$ cat src/rtl/mem_access_unit.sv
// mem_access_unit: MEM-stage load/store to req/ack data-bus controller with pipeline stall
// Ports: clk/reset; load_MEM, store_MEM, addr_MEM, wdata_MEM, size_MEM, sign_MEM from the MEM stage;
// mem_stall_MEM, rdata_MEM, addr_err_MEM, bus_err_MEM back to the pipeline/HCU;
// bus_req, bus_we, bus_addr, bus_be, bus_wdata, bus_rdata, bus_ack on the data bus.
module mem_access_unit #(
  parameter int TIMEOUT = 16,
  parameter int CNT_W = 5
) (
  input  logic        clk,
  input  logic        reset,
  input  logic        load_MEM,
  input  logic        store_MEM,
  input  logic [31:0] addr_MEM,
  input  logic [31:0] wdata_MEM,
  input  logic [1:0]  size_MEM,
  input  logic        sign_MEM,
  output logic        mem_stall_MEM,
  output logic [31:0] rdata_MEM,
  output logic        addr_err_MEM,
  output logic        bus_err_MEM,
  output logic        bus_req,
  output logic        bus_we,
  output logic [31:0] bus_addr,
  output logic [3:0]  bus_be,
  output logic [31:0] bus_wdata,
  input  logic [31:0] bus_rdata,
  input  logic        bus_ack
);
  typedef enum logic [1:0] {IDLE, REQ, DONE} state_t;
  state_t state, state_nx;
  logic [CNT_W-1:0] cnt;
  logic [1:0] size_q, lo_q;
  logic sign_q, access, timeout;
  logic [3:0] be;
  logic [31:0] wd, ext;
  logic [7:0] rb;
  logic [15:0] rh;
  assign addr_err_MEM = (load_MEM | store_MEM) &
    ((size_MEM == 2'd3) | ((size_MEM == 2'd1) & addr_MEM[0]) | ((size_MEM == 2'd2) & (addr_MEM[1:0] != 2'b00)));
  assign access = (load_MEM | store_MEM) & ~addr_err_MEM;
  // Dropping the stall in DONE lets the pipeline advance on the DONE->IDLE edge.
  assign mem_stall_MEM = access & (state != DONE);
  assign timeout = (TIMEOUT != 0) && (cnt == CNT_W'(TIMEOUT - 1));
  assign be = size_MEM == 2'd0 ? 4'b0001 << addr_MEM[1:0] :
              size_MEM == 2'd1 ? (addr_MEM[1] ? 4'b1100 : 4'b0011) : 4'b1111;
  assign wd = size_MEM == 2'd0 ? {4{wdata_MEM[7:0]}} :
              size_MEM == 2'd1 ? {2{wdata_MEM[15:0]}} : wdata_MEM;
  // Load lane selection uses the size/sign/offset captured at request time.
  assign rb = bus_rdata[{lo_q, 3'b000} +: 8];
  assign rh = lo_q[1] ? bus_rdata[31:16] : bus_rdata[15:0];
  assign ext = size_q == 2'd0 ? {{24{sign_q & rb[7]}}, rb} :
               size_q == 2'd1 ? {{16{sign_q & rh[15]}}, rh} : bus_rdata;
  always_ff @(posedge clk or posedge reset)
    if (reset) state <= IDLE;
    else state <= state_nx;
  always_comb begin
    state_nx = IDLE;
    state_nx = state == IDLE ? (access ? REQ : IDLE) :
               state == REQ  ? ((bus_ack | timeout) ? DONE : REQ) : IDLE;
  end
  always_ff @(posedge clk or posedge reset)
    if (reset) begin
      bus_req     <= 1'b0;
      bus_we      <= 1'b0;
      bus_addr    <= '0;
      bus_be      <= '0;
      bus_wdata   <= '0;
      rdata_MEM   <= '0;
      bus_err_MEM <= 1'b0;
      cnt         <= '0;
      size_q      <= '0;
      lo_q        <= '0;
      sign_q      <= 1'b0;
    end else if (state == IDLE) begin
      if (access) begin
        bus_req   <= 1'b1;
        bus_we    <= store_MEM;
        bus_addr  <= {addr_MEM[31:2], 2'b00};
        bus_be    <= be;
        bus_wdata <= wd;
        size_q    <= size_MEM;
        lo_q      <= addr_MEM[1:0];
        sign_q    <= sign_MEM;
      end
    end else if (state == REQ) begin
      if (bus_ack) begin
        bus_req   <= 1'b0;
        rdata_MEM <= bus_we ? 32'd0 : ext;
      end else if (timeout) begin
        bus_req     <= 1'b0;
        rdata_MEM   <= '0;
        bus_err_MEM <= 1'b1;
      end else cnt <= cnt + 1'b1;
    end else begin
      cnt         <= '0;
      bus_err_MEM <= 1'b0;
    end
endmodule

$ cat config.mk
export PLATFORM = sky130hd
export DESIGN_NAME = mem_access_unit
export DESIGN_NICKNAME = d
export VERILOG_FILES = /design/src/rtl/mem_access_unit.sv
export SDC_FILE = /design/constraint.sdc
export NUM_CORES = 1
export LEC_CHECK = 0
export BUFFER_PORTS_ARGS = -buffer_cell sky130_fd_sc_hd__buf_2
export CORE_MARGIN = 2
export CORE_UTILIZATION = 45
export DETAILED_ROUTE_END_ITERATION = 12
export GPL_TIMING_DRIVEN = 0
export PLACE_DENSITY = 0.77
export SLEW_MARGIN = 20
export SYNTH_ARGS = -nofsm -noshare
export SYNTH_HDL_FRONTEND = slang
export SYNTH_SLANG_ARGS = --single-unit
$ cat constraint.sdc
create_clock -name clk -period 5.1 [get_ports clk]
set_input_delay 0.255 -clock clk [delete_from_list [all_inputs] [get_ports clk]]
set_output_delay 0.255 -clock clk [all_outputs]
set_load 0.1 [all_outputs]
==> run_results.csv, run 1 <==
group,metric,value,unit
outcome,status,"finished, final reports clean",
worst_setup_path,path_max_fanout,10,
drt,via_count,4541,
drt,drt_pass1_iterations,4,
finish,fillers,1012,
drt,first_iter_violations,202,
place,hpwl,11300,um
yosys,syn_area,5710,um2
timing,rsz0062_at_grt,"false",
place,place_area,6990,um2
grt,grt_pass1_vias,4616,
yosys,ys_warn_count,0,
timing,setup_viol,0,
cts,postCtsSetupBuffers,0,
grt,grt_usage,22.8,%
finish,final_common_cell,"buf_2",
drt,wirelength,15300,um
worst_setup_path,critPathKind,"flop to flop",
drt,vias_per_cell,5.23,
finish,area_delta_synth_final,32.8,%
timing,fin_crit,2.32,ns
cts,worstSkewPairLatency,0.41,ns
grt,grt_first_pass_wirelength,23500,um
finish,n_antenna_cell,0,
floorplanning,io_pins,209,
floorplanning,rows,41,
worst_setup_path,worstPathRequired,5.40,ns
finish,fin_area,7580,um2
yosys,syn-instance-count,457,
finish,instances_no_fill,868,
place,gp_congestion,0.880,
drt,wire_per_inst,17.6,um
flow_run,cap_violations,0,
timing,max_freq,431,MHz
finish,seq_area,2830,um2
finish,nNetsFinal,792,
yosys,synth.distinct_cells,43,
grt,overflow,0,
floorplanning,start_util,45.6,%
cts,cts-htree-levels,4,
yosys,synth-seq-area-share,49.5,%
drt,ant_nets,0,
floorplanning,fp.coreArea,12500,um2
worst_setup_path,end_kind,"flop",
cts,cts.sinks,113,
worst_setup_path,start_kind,"flop",
grt,grt_max_degree,60,
finish,final_layout_size_suffix_gt1_share,52.0,%
yosys,synth-edff-count,0,
timing,tightest_slew,0.603,ns
timing,fin_crit_sh,45.5,%
cts,tritoncts,"built",
timing,setup_tns,0,ns
finish,mostFrequentLayoutCells,"212 x buf_2, 113 x dfrtp_1, 69 x mux2_4",
drt,drc,0,
cts,cts-root-buf,"clkbuf_16",
yosys,synth_seq_cells,113,
timing,skew,0.00570,ns
yosys,avgSynthCellArea,12.5,um2
yosys,ys.flop_type,"dfrtp_1",
place,post-place-cells,837,
place,port_buffers,206,
cts,clk_pin_slew,0.05,ns
timing,finalHoldViolCount,0,
place,dp_slack,2.85,ns
floorplanning,die-area,13600,um2
floorplanning,die_h,117,um
cts,cts_buffers,17,
worst_hold_path,hold_class,"input port to flop",
yosys,synthArstFlopShare,100,%
cts,cts.path.max_buffers,2,
worst_setup_path,worstPathArrival,2.62,ns
timing,layout_setup_ws,2.78,ns
timing,drv_slew,0,
timing,slew_headroom,59.8,%
finish,multi_input_area,2590,um2
grt,antenna_found_initial,0,
floorplanning,die_w,117,um
## final cells by class
cell class | instances | share of cell area (%)
tap | 172 | 2.84
multi-input combinational | 305 | 34.2
clock buffer | 20 | 6.16
clock inverter | 10 | 1.47
buffer | 30 | 3.38
inverter | 10 | 0.561
timing repair buffer | 208 | 14.1
sequential | 113 | 37.3
## cells in the mapped netlist (2+ instances only)
cell type	number	area share (%)
clkbuf_1	12	0.79
nor2_1	29	1.9
mux2i_1	10	1.8
and3_1	2	0.22
buf_12	7	2.5
mux2_2	31	6.1
nand2_1	41	2.7
dfrtp_1	113	50
and2_1	14	1.5
o211ai_1	3	0.39
a211oi_1	16	2.1
o22ai_1	8	0.88
o41ai_1	2	0.31
o21ai_1	13	1.1
or3_1	3	0.33
ha_1	3	0.66
nor3b_1	2	0.26
buf_4	4	0.53
nand2b_1	2	0.22
mux2_4	69	18
buf_2	6	0.53
a21oi_1	2	0.18
o21ai_0	27	2.4
xor2_1	2	0.31
inv_1	9	0.59
nor3_1	2	0.18
o31ai_1	9	1.2
## through the flow
stage	hold slack (ns)	util [%]
final	0.0751	60.5
after global routing	0.0645	60.5
after CTS	0.0577	60.5
after detailed placement	0.354	55.8
after global placement	0.456	55.6
after floorplan	0.352	-
## repair_timing
action | in CTS | in global routing
gates resized for setup | 0 | 0
endpoints found under the setup margin | 0 | 0
endpoints found under the hold margin | 58 | 0
hold buffers | 1 | 0
## logic make-up (layout without fill, tap and decap cells)
family	count (synthesis)	count (layout)	synth area share [%]
flops	113	113	49.5
mux	110	110	26.0
simple gates	102	102	8.57
compound gates	85	85	9.54
buf+inv	40	278	5.15
fa+ha+maj	3	3	0.658
xor+xnor	3	3	0.460
other cells	1	2	0.0657
## final timing paths
path / slack [ns] / startpoint / end / cells past startpoint
worst max-delay path: 2.78 / cnt[0] / rdata_MEM[5] / 9
min in group asynchronous: 0.46 / reset / bus_addr[4] / 3
worst min register to register: 0.47 / rdata_MEM[27] / rdata_MEM[27] / 2
worst max register to register: 2.78 / cnt[0] / rdata_MEM[5] / 9
max in group asynchronous: 3.94 / reset / rdata_MEM[3] / 4
worst min-delay path: 0.08 / addr_MEM[2] / bus_addr[2] / 2
## per-layer routing
metal  track usage [%]  vias to the layer above  wire [um]
met5                 0                        -          0
met3              7.16                       34       1280
met1              26.5                     2207       6140
met4              10.2                        0        384
met2              38.6                      227       7460
li1                  -                     2073          -
## sequential cells by signal (all words and copies together), names as in the netlist, 2 cells and up
register,count
bus_be,4
size_q,2
lo_q,2
bus_addr,30
state,2
cnt,5
bus_wdata,32
rdata_MEM,32
## worst max-delay path, stage by stage (launching register included)
cell and delay (ns):
dfrtp_1 0.40, ha_1 0.22, and3_1 0.20, ha_1 0.20
nor2_1 0.15, or3_1 0.13, clkbuf_1 0.24, clkbuf_1 0.46
nand2_1 0.12, o31ai_1 0.10
Power of run 1 is left out: the tool's default activity adds up to more than one toggle a clock period on the data nets, which glitch-free logic cannot reach.
==> run 2: changes to the inputs <==
--- a/config.mk
+++ b/config.mk
@@ -5,12 +5,13 @@
 export SDC_FILE = /design/constraint.sdc
 export NUM_CORES = 1
 export LEC_CHECK = 0
+export ABC_AREA = 1
 export BUFFER_PORTS_ARGS = -buffer_cell sky130_fd_sc_hd__buf_2
 export CORE_MARGIN = 2
 export CORE_UTILIZATION = 45
 export DETAILED_ROUTE_END_ITERATION = 12
 export GPL_TIMING_DRIVEN = 0
-export PLACE_DENSITY = 0.77
+export PLACE_DENSITY = 0.79
 export SLEW_MARGIN = 20
 export SYNTH_ARGS = -nofsm -noshare
 export SYNTH_HDL_FRONTEND = slang
==> constraint.sdc (replaced) <==
create_clock -name clk -period 1.9 [get_ports clk]
set_input_delay 0.095 -clock clk [delete_from_list [all_inputs] [get_ports clk]]
set_output_delay 0.095 -clock clk [all_outputs]
set_load 0.1 [all_outputs]
==> run_results.csv, run 2 <==
group,metric,value,unit
outcome,status,"finished, final reports clean",
finish,final_layout_size_suffix_gt1_share,26.9,%
finish,final_common_cell,"nand2_1",
grt,grt_first_pass_wirelength,29400,um
floorplanning,rows,41,
cts,cts-htree-levels,4,
timing,fin_crit,1.77,ns
cts,clk_pin_slew,0.05,ns
yosys,synth-edff-count,0,
worst_setup_path,start_kind,"flop",
timing,fin_crit_sh,93.3,%
grt,grt_pass1_vias,5860,
timing,slew_headroom,62.9,%
finish,final_core_util,65.1,%
place,post-place-cells,1161,
cts,cts.path.max_buffers,2,
finish,nNetsFinal,1160,
yosys,synth_compound_area_share,1.32,%
worst_hold_path,hold_class,"input port to flop",
worst_hold_path,whs_path_depth,5,
floorplanning,start_util,45.9,%
power,power_density,2080,nW/um2
place,gp_congestion,0.918,
worst_setup_path,slowest_stage,"dfrtp_1",
timing,tightest_slew,0.555,ns
yosys,syn-instance-count,779,
cts,cts-root-buf,"clkbuf_16",
yosys,synth_mux_area_share,0,%
worst_setup_path,path_cells,"ha_1 > inv_1 > nor3_2 > ha_1 > nor2_2 > nor2_1 > inv_2 > clkbuf_4 > nand2_1 > nand2_1",
worst_hold_path,hold_end,"rdata_MEM[5]",
cts,worstSkewPairLatency,0.42,ns
finish,mostFrequentLayoutCells,"370 x nand2_1, 222 x buf_2, 113 x dfrtp_1",
floorplanning,fp.coreArea,12600,um2
worst_setup_path,worstPathRequired,2.25,ns
floorplanning,die_w,117,um
timing,max_freq,564,MHz
worst_setup_path,timing.rr.start,"cnt[0]",
worst_setup_path,slowest_delay,0.41,ns
drt,drc,0,
yosys,synth_top_family_by_area,"simple AND/OR/NAND/NOR gates",
drt,wirelength,19100,um
worst_setup_path,end_kind,"flop",
finish,fin_area,8180,um2
yosys,ys_warn_count,0,
worst_setup_path,reg2reg_slack,0.13,ns
cts,cts.sinks,113,
drt,via_count,6439,
worst_setup_path,reg2reg_to,"rdata_MEM[31]",
yosys,ys.flop_type,"dfrtp_1",
finish,instances_no_fill,1238,
yosys,avgSynthCellArea,7.41,um2
yosys,synthXorXnorAreaFrac,0,%
place,place_area,7090,um2
timing,setup_viol,0,
drt,wire_per_inst,15.5,um
drt,vias_per_cell,5.20,
cts,postCtsSetupBuffers,0,
drt,first_iter_violations,602,
power,p_leak,0.00460,uW
floorplanning,die_h,117,um
drt,drt_pass1_iterations,7,
worst_hold_path,holdCritStartpoint,"bus_rdata[5]",
flow_run,cap_violations,0,
worst_setup_path,worstPathArrival,2.13,ns
yosys,syn_area,5770,um2
finish,area_delta_synth_final,41.6,%
yosys,synthAdderAreaFrac,0.650,%
worst_setup_path,path_max_fanout,10,
cts,cts_buffers,17,
place,port_buffers,206,
yosys,synth_seq_cells,113,
finish,top_regs,"bus_wdata: 32 flops, rdata_MEM: 32 flops, bus_addr: 30 flops",
yosys,synthSimpleGateAreaFrac,42.4,%
timing,setup_tns,0,ns
yosys,synth-seq-area-share,49.0,%
yosys,yosys.cell_count.top_type,"nand2_1",
yosys,synthArstFlopShare,100,%
grt,grt_usage,28.0,%
worst_setup_path,worst-path-buf-inv,3,
finish,n_antenna_cell,0,
worst_setup_path,r2r_cells,10,
power,ir_worst_vdd,0.00159,V
floorplanning,die-area,13800,um2
grt,antenna_found_initial,0,
timing,skew,0.0118,ns
grt,grt_max_degree,35,
timing,finalHoldViolCount,0,
timing,drv_slew,0,
timing,rsz0062_at_grt,"true",
drt,ant_nets,0,
yosys,synth.distinct_cells,22,
place,hpwl,13400,um
yosys,ys_top_cells_by_count,"370 x nand2_1, 113 x dfrtp_1, 79 x nand3_1",
yosys,synth_top_area_share,49.0,%
cts,tritoncts,"built",
grt,overflow,0,
worst_setup_path,critPathKind,"flop to flop",
yosys,netlist.top_cell.by_area,"dfrtp_1",
yosys,ys_top_cells_by_area,"dfrtp_1 49%, nand2_1 24%, nand4_1 7.8%",
worst_setup_path,critPathTopFamily,"simple AND/OR/NAND/NOR gates",
floorplanning,io_pins,209,
## run 2: worst max-delay path by stage
stage	slack, ns	startpoint	cells after the start	to
after floorplan	0.03	addr_MEM[0]	5	addr_err_MEM
after global placement	-0.35	reset	2	bus_addr[13]
after detailed placement	0.04	cnt[0]	9	cnt[2]
after CTS	0.04	cnt[0]	9	cnt[2]
after global routing	-0.01	cnt[0]	10	rdata_MEM[21]
final	0.13	cnt[0]	10	rdata_MEM[31]
## run 2: layer usage
layer	up-vias	GRT usage, %	wire, um
met4	0	11.8	629
li1	3095	-	-
met5	-	0	0
met3	46	8.86	1750
met1	2961	36.0	7920
met2	337	43.9	8840
## run 2: cell type report
class,instances,area (um2)
inverters,23,90.1
flip-flops and latches,113,2830
well taps,172,215
multi-input cells,591,2580
plain buffers,53,302
clock buffers,22,484
repair buffers,254,1540
fillers,1031,4390
clock inverters,10,131
## run 2: through the flow
stage | total power (uW) | hold slack (ns) | worst slack, ns
floorplan | 11800 | 0.244 | 0.0326
global placement | 13500 | 0.340 | -0.346
detailed placement | 13500 | 0.156 | 0.0449
CTS | 17000 | 0.00909 | 0.0441
global route | 17700 | 0.0522 | -0.0108
finish | 17000 | 0.0224 | 0.128
## run 2: power breakdown
part | total, uW | leakage [uW] | switching (uW) | internal (uW)
clock | 3290 | 0.000306 | 1100 | 2190
sequential | 3850 | 0.00143 | 544 | 3310
combinational | 9840 | 0.00286 | 8320 | 1530
total | 17000 | 0.00460 | 9960 | 7020
## run 2: cells by family (layout without fill, tap and decap cells)
| group | after synthesis | after routing |
|---|---|---|
| AOI/OAI and AO/OA | 13 | 13 |
| DFF | 113 | 113 |
| other | 1 | 2 |
| and+or+nand+nor | 573 | 573 |
| adders and majority gates | 3 | 3 |
| buffers and inverters | 76 | 362 |
## run 2: timing repair
| action | in CTS | in global routing |
|---|---|---|
| hold buffers | 45 | 0 |
| endpoints found under the hold margin | 62 | 0 |
| gates resized for setup | 0 | 6 |
| endpoints found under the setup margin | 0 | 35 |
## run 2: worst register-to-register path, cell delays in order (launching register included)
cell and delay (ns):
dfrtp_1 0.41, ha_1 0.20, inv_1 0.10, nor3_2 0.06, ha_1 0.18, nor2_2 0.17, nor2_1 0.10, inv_2 0.13
clkbuf_4 0.22, nand2_1 0.07, nand2_1 0.07
Power figures use the tool's default switching activity.
==> run 3: changes to the inputs <==
--- a/config.mk
+++ b/config.mk
@@ -10,7 +10,9 @@
 export CORE_MARGIN = 2
 export CORE_UTILIZATION = 45
 export DETAILED_ROUTE_END_ITERATION = 12
+export GPL_ROUTABILITY_DRIVEN = 1
 export GPL_TIMING_DRIVEN = 0
+export MAX_ROUTING_LAYER = met4
 export PLACE_DENSITY = 0.79
 export SLEW_MARGIN = 20
 export SYNTH_ARGS = -nofsm -noshare
==> run_results.csv, run 3 (synthesized netlist as in run 2, its figures left out) <==
group,metric,value,unit
timing,fin_crit_sh,92.7,%
power,p_sw_share,59.1,%
drt,first_iter_violations,687,
finish,top_regs,"bus_wdata: 32 flops, rdata_MEM: 32 flops, bus_addr: 30 flops",
cts,cts_buffers,17,
grt,grt_pass1_vias,5944,
worst_setup_path,start_kind,"flop",
worst_setup_path,slowest_delay,0.41,ns
floorplanning,die-area,13800,um2
floorplanning,start_util,45.9,%
flow_run,cap_violations,0,
worst_hold_path,hold_class,"input port to flop",
timing,finalHoldViolCount,0,
floorplanning,die_w,117,um
timing,slew_headroom,59.6,%
worst_setup_path,path_cells,"ha_1 > inv_1 > nor3_4 > ha_1 > nor2_4 > nor2_2 > inv_2 > buf_2 > nand2_1 > nand2_1",
power,internal_power,6880,uW
cts,clk_pin_slew,0.05,ns
worst_setup_path,worstPathArrival,2.11,ns
place,dp_slack,-0.00652,ns
floorplanning,rows,41,
timing,skew,0.00916,ns
floorplanning,die_h,117,um
drt,wire_per_inst,15.6,um
cts,tritoncts,"built",
finish,mostFrequentLayoutCells,"370 x nand2_1, 223 x buf_2, 113 x dfrtp_1",
drt,vias_per_cell,5.18,
timing,rsz0062_at_grt,"false",
drt,ant_nets,0,
worst_setup_path,end_kind,"flop",
cts,cts-htree-levels,4,
grt,overflow,0,
grt,antenna_found_initial,0,
finish,fillers,1073,
timing,whs,0.0354,ns
cts,cts.path.max_buffers,2,
timing,tightest_slew,0.603,ns
grt,grt_usage,29.1,%
grt,grt_max_degree,35,
outcome,status,"finished, final reports clean",
power,p_seq_share,22.9,%
worst_setup_path,slowest_stage,"dfrtp_1",
timing,drv_slew,0,
power,power_density,2060,nW/um2
finish,final_layout_size_suffix_gt1_share,26.7,%
finish,final_common_cell,"nand2_1",
place,port_buffers,206,
place,post-place-cells,1161,
finish,fin_area,8140,um2
place,place_area,7090,um2
finish,instances_no_fill,1236,
power,power_frac_comb,58.5,%
floorplanning,io_pins,209,
floorplanning,fp.coreArea,12600,um2
cts,postCtsSetupBuffers,0,
worst_setup_path,worst-path-buf-inv,3,
drt,drc,0,
power,ir_worst_vdd,0.00168,V
finish,nNetsFinal,1160,
power,switchingPower,9940,uW
worst_setup_path,critPathKind,"flop to flop",
power,p_leak,0.00459,uW
timing,fin_crit,1.76,ns
drt,drt_pass1_iterations,6,
worst_setup_path,path_max_fanout,10,
power,power_frac_clock,18.5,%
timing,max_freq,568,MHz
drt,wirelength,19200,um
timing,setup_viol,0,
finish,area_delta_synth_final,41.0,%
worst_setup_path,worstPathRequired,2.25,ns
finish,n_antenna_cell,0,
place,gp_congestion,0.929,
cts,cts-root-buf,"clkbuf_16",
grt,grt_first_pass_wirelength,29800,um
drt,via_count,6407,
timing,layout_setup_ws,0.138,ns
cts,worstSkewPairLatency,0.42,ns
cts,cts.sinks,113,
worst_setup_path,critPathTopFamily,"buffers and inverters",
place,hpwl,13600,um
run 3: cell count changes in the layout (fill, tap and decap cells not counted), sizes merged:
cell	before	now
clkinv	7	5
buf	238	239
bufinv	3	2
clkbuf	46	47
clkinvlp	2	1
run 3: worst paths after layout:
kind,from,slack (ns),end,cells after the start
worst min-delay path,wdata_MEM[18],0.04,bus_wdata[18],5
worst max register to register,cnt[0],0.14,rdata_MEM[1],10
worst max-delay path,cnt[0],0.14,rdata_MEM[1],10
min in group asynchronous,reset,0.23,bus_wdata[31],3
worst min register to register,bus_addr[24],0.47,bus_addr[24],2
max in group asynchronous,reset,0.94,bus_addr[27],5
run 3: final cells by class:
class | count | area [um2] | area share, %
plain buffers | 53 | 299 | 3.67
clock buffers | 24 | 492 | 6.04
multi-input cells | 591 | 2600 | 31.9
inverters | 23 | 90.1 | 1.11
repair buffers | 254 | 1540 | 18.9
clock inverters | 6 | 80.1 | 0.983
flip-flops and latches | 113 | 2830 | 34.7
well taps | 172 | 215 | 2.64
run 3: per-layer routing:
| metal | up-vias | share of wire (%) | GRT usage (%) |
|---|---|---|---|
| met5 | - | 0 | - |
| met4 | 0 | 2.4 | 11.2 |
| met3 | 41 | 8.8 | 7.98 |
| met2 | 335 | 47 | 45.8 |
| met1 | 2945 | 41 | 35.8 |
| li1 | 3086 | - | - |
run 3: worst reg2reg max path: stages (launching register included):
cell and delay (ns):
dfrtp_1 0.41, ha_1 0.21, inv_1 0.12, nor3_4 0.05
ha_1 0.21, nor2_4 0.14, nor2_2 0.07, inv_2 0.11
buf_2 0.23, nand2_1 0.07, nand2_1 0.08
run 3: power by group through the flow:
stage	sequential, uW	combinational, uW	clock, uW
2_1_floorplan	9850	1980	0
3_3_place_gp	3850	9610	0
3_5_place_dp	3850	9710	0
4_1_cts	3850	9790	3150
5_1_grt	3960	10300	3270
6_report	3860	9840	3120
run 3: stage by stage:
stage	TNS, ns	power, uW	utilization (%)
detailed placement	-0.00652	13600	56.4
global placement	-34.89	13500	55.9
global route	0	17600	64.8
floorplan	0	11800	-
CTS	0	16800	64.6
finish	0	16800	64.8
run 3: what timing repair did:
item / in CTS / in global routing
setup endpoints to repair: 1 / 32
gates resized for setup: 1 / 7
hold buffers: 45 / 0
endpoints found under the hold margin: 65 / 0
cloned: 0 / 0
